===== config.mk =====
export PLATFORM = sky130hd
export DESIGN_NAME = sb_router
export DESIGN_NICKNAME = d
export VERILOG_FILES = /design/src/rtl/sb_router_pkg.sv /design/src/rtl/sb_router_addr_decoder.sv /design/src/rtl/sb_router.sv
export SDC_FILE = /design/constraint.sdc
export NUM_CORES = 1
export LEC_CHECK = 0
export CELL_PAD_IN_SITES_DETAIL_PLACEMENT = 1
export CELL_PAD_IN_SITES_GLOBAL_PLACEMENT = 1
export CORE_MARGIN = 1.5
export CORE_UTILIZATION = 10
export DETAILED_ROUTE_END_ITERATION = 7
export PLACE_DENSITY = 0.95
export SYNTH_ARGS = -nofsm -noshare
export SYNTH_HDL_FRONTEND = slang
export SYNTH_SLANG_ARGS = --single-unit

===== constraint.sdc =====
create_clock -name clk -period 1.48 [get_ports clk]
set_clock_uncertainty 0.15 [all_clocks]
set_input_delay 0.296 -clock clk [delete_from_list [all_inputs] [get_ports clk]]
set_output_delay 0.296 -clock clk [all_outputs]
set_load 0.1 [all_outputs]

===== src/rtl/sb_router_pkg.sv =====
// sb_router_pkg: shared FSM state encoding and default slave address windows.
`default_nettype none

package sb_router_pkg;

    typedef enum logic [1:0] {
        ST_IDLE = 2'd0,
        ST_WAIT = 2'd1,
        ST_ERR  = 2'd2
    } sb_state_e;

    localparam logic [31:0] ROM_BASE = 32'h0000_0000;
    localparam logic [31:0] ROM_MASK = 32'hFFFF_0000;
    localparam logic [31:0] RAM_BASE = 32'h1000_0000;
    localparam logic [31:0] RAM_MASK = 32'hFFFF_0000;

endpackage

`default_nettype wire


===== src/rtl/sb_router_addr_decoder.sv =====
// sb_addr_decoder: base/mask window compare with lowest-index priority on overlap.
`default_nettype none

module sb_addr_decoder #(
    parameter int                        ADDR_W   = 32,
    parameter int                        NUM_SLV  = 2,
    parameter int                        SEL_W    = 1,
    parameter logic [NUM_SLV*ADDR_W-1:0] SLV_BASE = '0,
    parameter logic [NUM_SLV*ADDR_W-1:0] SLV_MASK = '0
) (
    input  logic [ADDR_W-1:0] addr,
    output logic              hit,
    output logic [SEL_W-1:0]  idx
);

    // Scan from the top so the lowest matching window is the last one written.
    always_comb begin
        hit = 1'b0;
        idx = '0;
        for (int i = NUM_SLV - 1; i >= 0; i--) begin
            if ((addr & SLV_MASK[i*ADDR_W +: ADDR_W]) == SLV_BASE[i*ADDR_W +: ADDR_W]) begin
                hit = 1'b1;
                idx = SEL_W'(i);
            end
        end
    end

endmodule

`default_nettype wire


===== src/rtl/sb_router.sv =====
// sb_router: single-master to NUM_SLV-slave bus router with read tracking and error pulse.
// Optional read timeout enabled by defining SB_TIMEOUT_EN.
`default_nettype none

module sb_router
    import sb_router_pkg::*;
#(
    parameter int                        ADDR_W         = 32,
    parameter int                        DATA_W         = 32,
    parameter int                        NUM_SLV        = 2,
    parameter logic [NUM_SLV*ADDR_W-1:0] SLV_BASE       = {RAM_BASE, ROM_BASE},
    parameter logic [NUM_SLV*ADDR_W-1:0] SLV_MASK       = {RAM_MASK, ROM_MASK},
    parameter int                        TIMEOUT_CYCLES = 16
) (
    input  logic                      clk,
    input  logic                      rst,
    input  logic [ADDR_W-1:0]         sb_m_addr_in,
    input  logic                      sb_m_req_in,
    input  logic                      sb_m_wr_in,
    input  logic [DATA_W-1:0]         sb_m_wdata_in,
    output logic                      sb_m_gnt_out,
    output logic [DATA_W-1:0]         sb_m_read_data_out,
    output logic                      sb_m_read_valid_out,
    output logic                      sb_m_err_out,
    output logic [ADDR_W-1:0]         sb_s_addr_out,
    output logic                      sb_s_wr_out,
    output logic [DATA_W-1:0]         sb_s_wdata_out,
    output logic [NUM_SLV-1:0]        sb_s_req_out,
    input  logic [NUM_SLV*DATA_W-1:0] sb_s_read_data_in,
    input  logic [NUM_SLV-1:0]        sb_s_read_valid_in
);

    localparam int SEL_W = (NUM_SLV > 1) ? $clog2(NUM_SLV) : 1;

    sb_state_e          state, state_nxt;
    logic [SEL_W-1:0]   sel, sel_nxt;
    logic               hit;
    logic [SEL_W-1:0]   hit_idx;
    logic               expired;
    logic               gnt, rvalid, err;
    logic [DATA_W-1:0]  rdata;
    logic [NUM_SLV-1:0] s_req;

    sb_addr_decoder #(
        .ADDR_W   (ADDR_W),
        .NUM_SLV  (NUM_SLV),
        .SEL_W    (SEL_W),
        .SLV_BASE (SLV_BASE),
        .SLV_MASK (SLV_MASK)
    ) u_dec (
        .addr (sb_m_addr_in),
        .hit  (hit),
        .idx  (hit_idx)
    );

`ifdef SB_TIMEOUT_EN
    localparam int CNT_W = $clog2(TIMEOUT_CYCLES + 1);

    logic [CNT_W-1:0] cnt;

    // Counter runs only while waiting; cleared on every new read grant.
    always_ff @(posedge clk or posedge rst) begin
        if (rst) begin
            cnt <= '0;
        end else if (state == ST_IDLE) begin
            cnt <= '0;
        end else if (state == ST_WAIT && !rvalid && !expired) begin
            cnt <= cnt + 1'b1;
        end
    end

    assign expired = (state == ST_WAIT) && (cnt == CNT_W'(TIMEOUT_CYCLES - 1));
`else
    logic [31:0] unused_timeout_cycles;

    assign unused_timeout_cycles = 32'(TIMEOUT_CYCLES);
    assign expired               = 1'b0;
`endif

    always_ff @(posedge clk or posedge rst) begin
        if (rst) begin
            state <= ST_IDLE;
            sel   <= '0;
        end else begin
            state <= state_nxt;
            sel   <= sel_nxt;
        end
    end

    always_comb begin
        state_nxt = state;
        sel_nxt   = sel;
        gnt       = 1'b0;
        s_req     = '0;
        rvalid    = 1'b0;
        rdata     = '0;
        err       = 1'b0;
        case (state)
            ST_IDLE: begin
                if (sb_m_req_in) begin
                    gnt = 1'b1;
                    if (hit) begin
                        for (int i = 0; i < NUM_SLV; i++) begin
                            s_req[i] = (hit_idx == SEL_W'(i));
                        end
                        if (!sb_m_wr_in) begin
                            sel_nxt   = hit_idx;
                            state_nxt = ST_WAIT;
                        end
                    end else begin
                        state_nxt = ST_ERR;
                    end
                end
            end
            ST_WAIT: begin
                rvalid = sb_s_read_valid_in[sel];
                rdata  = sb_s_read_data_in[sel*DATA_W +: DATA_W];
                if (rvalid) begin
                    state_nxt = ST_IDLE;
                end else if (expired) begin
                    state_nxt = ST_ERR;
                end
            end
            ST_ERR: begin
                err       = 1'b1;
                state_nxt = ST_IDLE;
            end
            default: state_nxt = ST_IDLE;
        endcase
    end

    // Reset forces every output low, including the broadcast path.
    assign sb_m_gnt_out        = gnt & ~rst;
    assign sb_m_read_valid_out = rvalid & ~rst;
    assign sb_m_read_data_out  = rst ? '0 : rdata;
    assign sb_m_err_out        = err & ~rst;
    assign sb_s_req_out        = rst ? '0 : s_req;
    assign sb_s_addr_out       = rst ? '0 : sb_m_addr_in;
    assign sb_s_wr_out         = sb_m_wr_in & ~rst;
    assign sb_s_wdata_out      = rst ? '0 : sb_m_wdata_in;

endmodule

`default_nettype wire


==> reports/results.ini, run 1 <==
[sta]
rsz0062_at_grt=true
hold-worst-slack_ns=0.395
maxSlewHeadroom_pct=75.8
drv_slew=0
worst_slack_ns=-0.554
finalCriticalPeriod_ns=2.03
setup_viol=103
max_freq_mhz=492
period_share_pct=137
hold_violations=0
worstMarginPinSlew_ns=0.353

[setup_path]
cp_slowest_stage_delay_ns=0.29
worstSetupStartpointType=primary input
worstSetupPathType=primary input to primary output
slowest_stage=nor4_4
end_kind=primary output
cp.arrival_ns=1.59
cp_max_fo=2
critPathRequiredTime_ns=1.03
crit_chain=buf_8, nor4_4, nand4_1, buf_4, nor4b_4, buf_12

[power]
p_leak_nw=2.62
vdd_ir_drop_max_v=0.000411
intPower_mw=1.23
clockPowerShare_pct=10.7
seqPwrFrac_pct=3.5
p_sw_mw=1.20
p_comb_share_pct=85.8
p_per_area_mw_per_mm2=387
switching_share_pct=49.5

[detailed_routing]
drtIter0Drc=44
vias=2405
first_pass_iters=4
drc_errors=0
routed_wl_mm=12.5
ant_nets=0
wl_per_cell_um=21.7
avgViaCountPerCell=4.17

[placement]
dp_hpwl_mm=9.10
numPortBuffers=235
gp_congestion=0.754

[die]
core_mm2=0.0109
rows=38
start_util_pct=10.3
die_w_um=109
die_area_mm2=0.0118
die_h_um=109
ioPinCount=236

[global_route]
antenna_found_initial=1
grt_pass1_wl_mm=17.6
grt.overflow.total=0
grtUsageTotal_pct=20.7
grt_max_degree=28
grt_pass1_vias=2831

[yosys]
syn-cell-area_mm2=0.00112
yosysSeqAreaShare_pct=6.72
avgSynthCellArea_um2=6.69
syn-num-nets=301
synthArstFlopShare_pct=100
synth_edf_count=0
synth_seq_cells=3
synth_most_common_cell=nor2b_1
synthFlopType=dfrtp_1
yosysTopAreaCell=nor2b_1
synth_common_cells=65 x nor2b_1, 35 x nor2_1, 33 x mux2i_1
yosys.area.top_type_share_pct=36.4
yosysUniqueCellTypes=19
synthTopCellsByArea=nor2b_1 36%, mux2i_1 30%, nor2_1 12%
syn_inst=167
yosys_warnings=0

[cells_and_area]
synthToLayoutAreaGrowth_pct=462
nNetsFinal=572
antenna_cells=0
drive_gt1_share_pct=67.0
postLayoutCoreUtil_pct=57.7
fillers=1017

[clock_tree]
cts_buffer_depth=2
cts_root_buf=clkbuf_8
cts_sinks=3
numCtsBuffers=3
htree_levels=1
clk_latency_ns=0.23
clk_transition_reported_paths_ns=0.03
cts_tree=yes

[min_path]
hp-class=primary input to register

[run_status]
status=complete, but fails checks
violations=negative setup slack

[flow_run]
cap_violations=0

timing repair:
action                     CTS  global route
gates cloned                 8             0
resized for setup          119            34
hold endpoints to repair     3             0
setup endpoints to repair  105           105
pin swaps                   16            14
hold buffers                 1             0
buffers inserted            18             7
stage by stage:
step                instance area [µm²]  setup WS [ns]  instances  setup TNS, ns  power (mW)
detailed placement                 5670         -0.927        546         -17.26        2.05
finish                             6280         -0.554        577         -23.22        2.43
global route                       6280         -0.596        577         -25.78        2.50
global placement                   5670         -0.914        546         -14.42        2.01
floorplan                          2070         -0.885        167         -21.02        1.14
CTS                                6260         -0.584        577         -25.23        2.39
cell type report:
class	instances	area [µm²]	share of cell area, %
flip-flops and latches	3	77.6	1.23
inverters	1	3.75	0.0597
repair buffers	280	4080	65.0
clock buffers	4	45.0	0.717
well taps	140	175	2.79
multi-input cells	149	1900	30.2
cells in the final DEF, fill, tap and decap left out, drive strengths merged:
cell type | netlist | routed
nor2 | 35 | 35
nor4 | 4 | 4
inv | 1 | 1
buf | 3 | 157
nor3b | 1 | 1
nor2b | 66 | 66
clkdlybuf4s50 | 0 | 95
nand3b | 1 | 1
clkdlybuf4s15 | 0 | 5
dlygate4sd2 | 0 | 12
nor4b | 1 | 1
dlymetal6s2s | 0 | 9
nand4 | 1 | 1
dlygate4sd3 | 0 | 1
mux2i | 33 | 33
a21oi | 1 | 1
nor3 | 2 | 2
dfrtp | 3 | 3
mux2 | 1 | 1
or4b | 1 | 1
nand2 | 2 | 2
clkbuf | 11 | 5
cell families (layout without fill, tap and decap cells):
kind of cell	Yosys count	in the layout	synth area share, %
and+or+nand+nor	114	114	56.9
DFF	3	3	6.72
AOI/OAI and AO/OA	1	1	0.447
muxes	34	34	30.6
buffers and inverters	15	285	5.37
state kept, by name, summed over array words and instances (netlist names):
register,flops
sel,1
state,2
worst max-delay path: cells and delay by family:
| family | cells | cell delay [ns] |
|---|---|---|
| buffers and inverters | 3 | 0.52 |
| and+or+nand+nor | 3 | 0.77 |
metal layers:
layer  vias to the layer above  global-route usage, %  wire, µm
li1                       1088                      -         -
met1                      1118                   18.3      3810
met2                       172                   42.4      7140
met3                        25                   6.69      1150
met4                         2                   7.89       409
met5                         -                      0        11
worst paths after layout:
check / startpoint / end / slack, ns / depth (start not counted)
worst max-delay path: sb_m_addr_in[20] / sb_s_req_out[1] / -0.55 / 6
worst min-delay path: sb_m_addr_in[28] / sel / 0.39 / 2
worst max register to register: state[1] / sel / -0.26 / 7
worst min register to register: state[1] / state[0] / 0.52 / 3
max in group asynchronous: rst / state[0] / 0.64 / 4
min in group asynchronous: rst / sel / 0.43 / 4
power by group through the flow:
stage,Combinational [mW],Sequential [mW],Clock (mW)
after detailed placement,1.96,0.0872,0
after global routing,2.14,0.0860,0.276
after CTS,2.05,0.0863,0.247
final,2.09,0.0859,0.260
after floorplan,1.05,0.0867,0
after global placement,1.92,0.0866,0
Power figures use the tool's default switching activity.
==> run 2: changes to the inputs <==
--- a/config.mk
+++ b/config.mk
@@ -10,7 +10,9 @@
 export CORE_MARGIN = 1.5
 export CORE_UTILIZATION = 10
 export DETAILED_ROUTE_END_ITERATION = 7
-export PLACE_DENSITY = 0.95
+export GPL_ROUTABILITY_DRIVEN = 0
+export PLACE_DENSITY = 0.94
 export SYNTH_ARGS = -nofsm -noshare
 export SYNTH_HDL_FRONTEND = slang
+export SYNTH_HIERARCHICAL = 1
 export SYNTH_SLANG_ARGS = --single-unit
==> run 2 against run 1 <==
Effect of this change:
- first-iteration DRC count grew 39%
- sequential share of layout area shrank 0.082 points
- clock power grew 67%
- combinational power is essentially flat
- power grew 6.3%
- sequential power grew 2.8%
- setup slack lost 0.11 ns
- the run still ends with negative setup slack left
- synthesized cell count grew 3.0%
- wire length shrank 7.4%
- die area grew 5.0%
- highest routed layer is now met4
- sequential cell count is the same
- register-to-register slack gained 0.07 ns
==> reports/results.ini, run 2 <==
[run_status]
status=complete, but fails checks
violations=negative setup slack

[setup_path]
crit_chain=buf_6, or4_4, buf_6, nor3_4, nand2_2, nor2_4, buf_12
cp_common_cell=buf_6
end_kind=primary output
critPathRequiredTime_ns=1.03
cp_slowest_stage_delay_ns=0.54
worstSetupStartpointType=primary input
worstSetupPathType=primary input to primary output
cp_max_fo=3
slowest_stage=or4_4
cp.arrival_ns=1.70

[cells_and_area]
regMostFlops=state
largest_register_ff_count=2
reg_top3=state (2), sel (1)
antenna_cells=0
synthToLayoutAreaGrowth_pct=482
drive_gt1_share_pct=69.2
nNetsFinal=587
layout_commonest_cell=buf_12
final_cell_mix=117 x buf_12, 66 x clkdlybuf4s50_1, 65 x nor2b_4
fin_area_mm2=0.00684

[power]
p_leak_nw=2.93
vdd_ir_drop_max_v=0.000321
p_sw_mw=1.20
intPower_mw=1.38
p_total_mw=2.59
p_comb_share_pct=79.8
clockPowerShare_pct=16.8
seqPwrFrac_pct=3.4
p_per_area_mw_per_mm2=378
switching_share_pct=46.5

[yosys]
synth_common_cells=66 x nor2b_1, 35 x nor2_1, 33 x mux2i_1
synth_seq_cells=3
synth_most_common_cell=nor2b_1
yosysSeqAreaShare_pct=6.39
yosysTopAreaCell=nor2b_1
synthFlopType=dfrtp_1
synthTopCellsByArea=nor2b_1 35%, mux2i_1 28%, nor2_1 11%
avgSynthCellArea_um2=6.83
synth_edf_count=0
syn-cell-area_mm2=0.00117
syn_inst=172
yosys.area.top_type_share_pct=35.1
yosysUniqueCellTypes=21
yosys_warnings=6
synthArstFlopShare_pct=100
syn-num-nets=306

[global_route]
grt_pass1_wl_mm=16.6
grt_max_degree=18
grt_pass1_vias=2873
antenna_found_initial=0
grt.overflow.total=0
grtUsageTotal_pct=17.2

[die]
core_mm2=0.0114
die_area_mm2=0.0124
rows=39
die_w_um=111
ioPinCount=236
die_h_um=111
start_util_pct=10.3

[sta]
max_freq_mhz=465
worst_slack_ns=-0.668
fin_setup_tns_ns=-17.99
period_share_pct=145
hold-worst-slack_ns=0.383
finalCriticalPeriod_ns=2.15
worstMarginPinSlew_ns=0.330
maxSlewHeadroom_pct=77.9
rsz0062_at_grt=true
hold_violations=0
setup_viol=57
drv_slew=0

[flow_run]
cap_violations=0

[clock_tree]
cts_tree=yes
cts_root_buf=clkbuf_16
htree_levels=1
numCtsBuffers=3
cts_sinks=3
cts_buffer_depth=2
clk_transition_reported_paths_ns=0.03
clk_latency_ns=0.23

[detailed_routing]
wl_per_cell_um=19.5
avgViaCountPerCell=4.08
first_pass_iters=2
ant_nets=0
drtIter0Drc=61
vias=2429
routed_wl_mm=11.6
drc_errors=0

[placement]
numPortBuffers=235
place_area_mm2=0.00579
dp_hpwl_mm=8.86

[min_path]
hp-class=primary input to register

-- run 2: changes by cell type in the layout (fill, tap and decap cells not counted), sizes merged, moves of 2 or more --
cell           previous run  this run
clkdlybuf4s15             5         3
clkdlybuf4s50            95        66
dlygate4sd2              12        35
dlymetal6s2s              9        25
nand2                     2         5
or3                       0         2
-- run 2: through the flow --
stage | setup slack, ns | std cells | util, %
global route | -0.756 | 595 | 59.9
CTS | -0.717 | 594 | 56.1
finish | -0.668 | 595 | 59.9
detailed placement | -1.03 | 570 | 50.7
global placement | -0.938 | 570 | 50.7
floorplan | -1.31 | 172 | -
-- run 2: what timing repair did --
item | in CTS | in global routing
setup endpoints to repair | 105 | 105
gates resized for setup | 120 | 89
gates cloned | 8 | 2
buffers inserted | 11 | 4
hold endpoints to repair | 3 | 0
hold buffers | 1 | 0
pin swaps | 11 | 36
-- run 2: kinds of logic (layout without fill, tap and decap cells) --
family	count (synthesis)	in the layout	synth area share, %
compound gates	1	1	0.426
buf+inv	16	296	7.14
flops	3	3	6.39
mux	34	34	29.4
simple gates	118	118	56.7
-- run 2: critical path, delay by kind of cell --
family,cells,cell delay [ns]
buffers and inverters,3,0.41
AND/OR/NAND/NOR,4,0.99
-- run 2: per-layer routing --
metal / track usage, % / part of all wire (%) / vias to the layer above
met5: 0 / 0 / -
met4: 1.27 / 0.37 / 0
met3: 4.95 / 8.1 / 4
met2: 37.6 / 62 / 139
met1: 15.8 / 30 / 1154
li1: - / - / 1132
-- run 2: layout make-up --
type                       count  area, µm²
clock buffer                   4       78.8
fill                        1050       4580
inverter                       2       7.51
multi-input combinational    153       2230
sequential                     3       78.8
tap                          143        179
timing repair buffer         290       4270
-- run 2: power by group through the flow --
stage               registers, mW  logic (mW)  clock network (mW)
floorplan                  0.0883        1.05                   0
global placement           0.0879        1.90                   0
detailed placement         0.0881        1.94                   0
CTS                        0.0881        2.05               0.439
global route               0.0884        2.12               0.446
finish                     0.0883        2.06               0.435
-- run 2: path summary, 6_finish.rpt --
check | slack, ns | from | cells after the start | to
hold reg to reg | 0.52 | sel | 1 | sel
max in group asynchronous | 0.50 | rst | 4 | sel
min in group asynchronous | 0.53 | rst | 4 | state[1]
setup reg to reg | -0.19 | state[0] | 6 | sel
setup / recovery | -0.67 | sb_m_addr_in[29] | 7 | sb_s_req_out[0]
hold / removal | 0.38 | sb_m_wr_in | 3 | state[0]
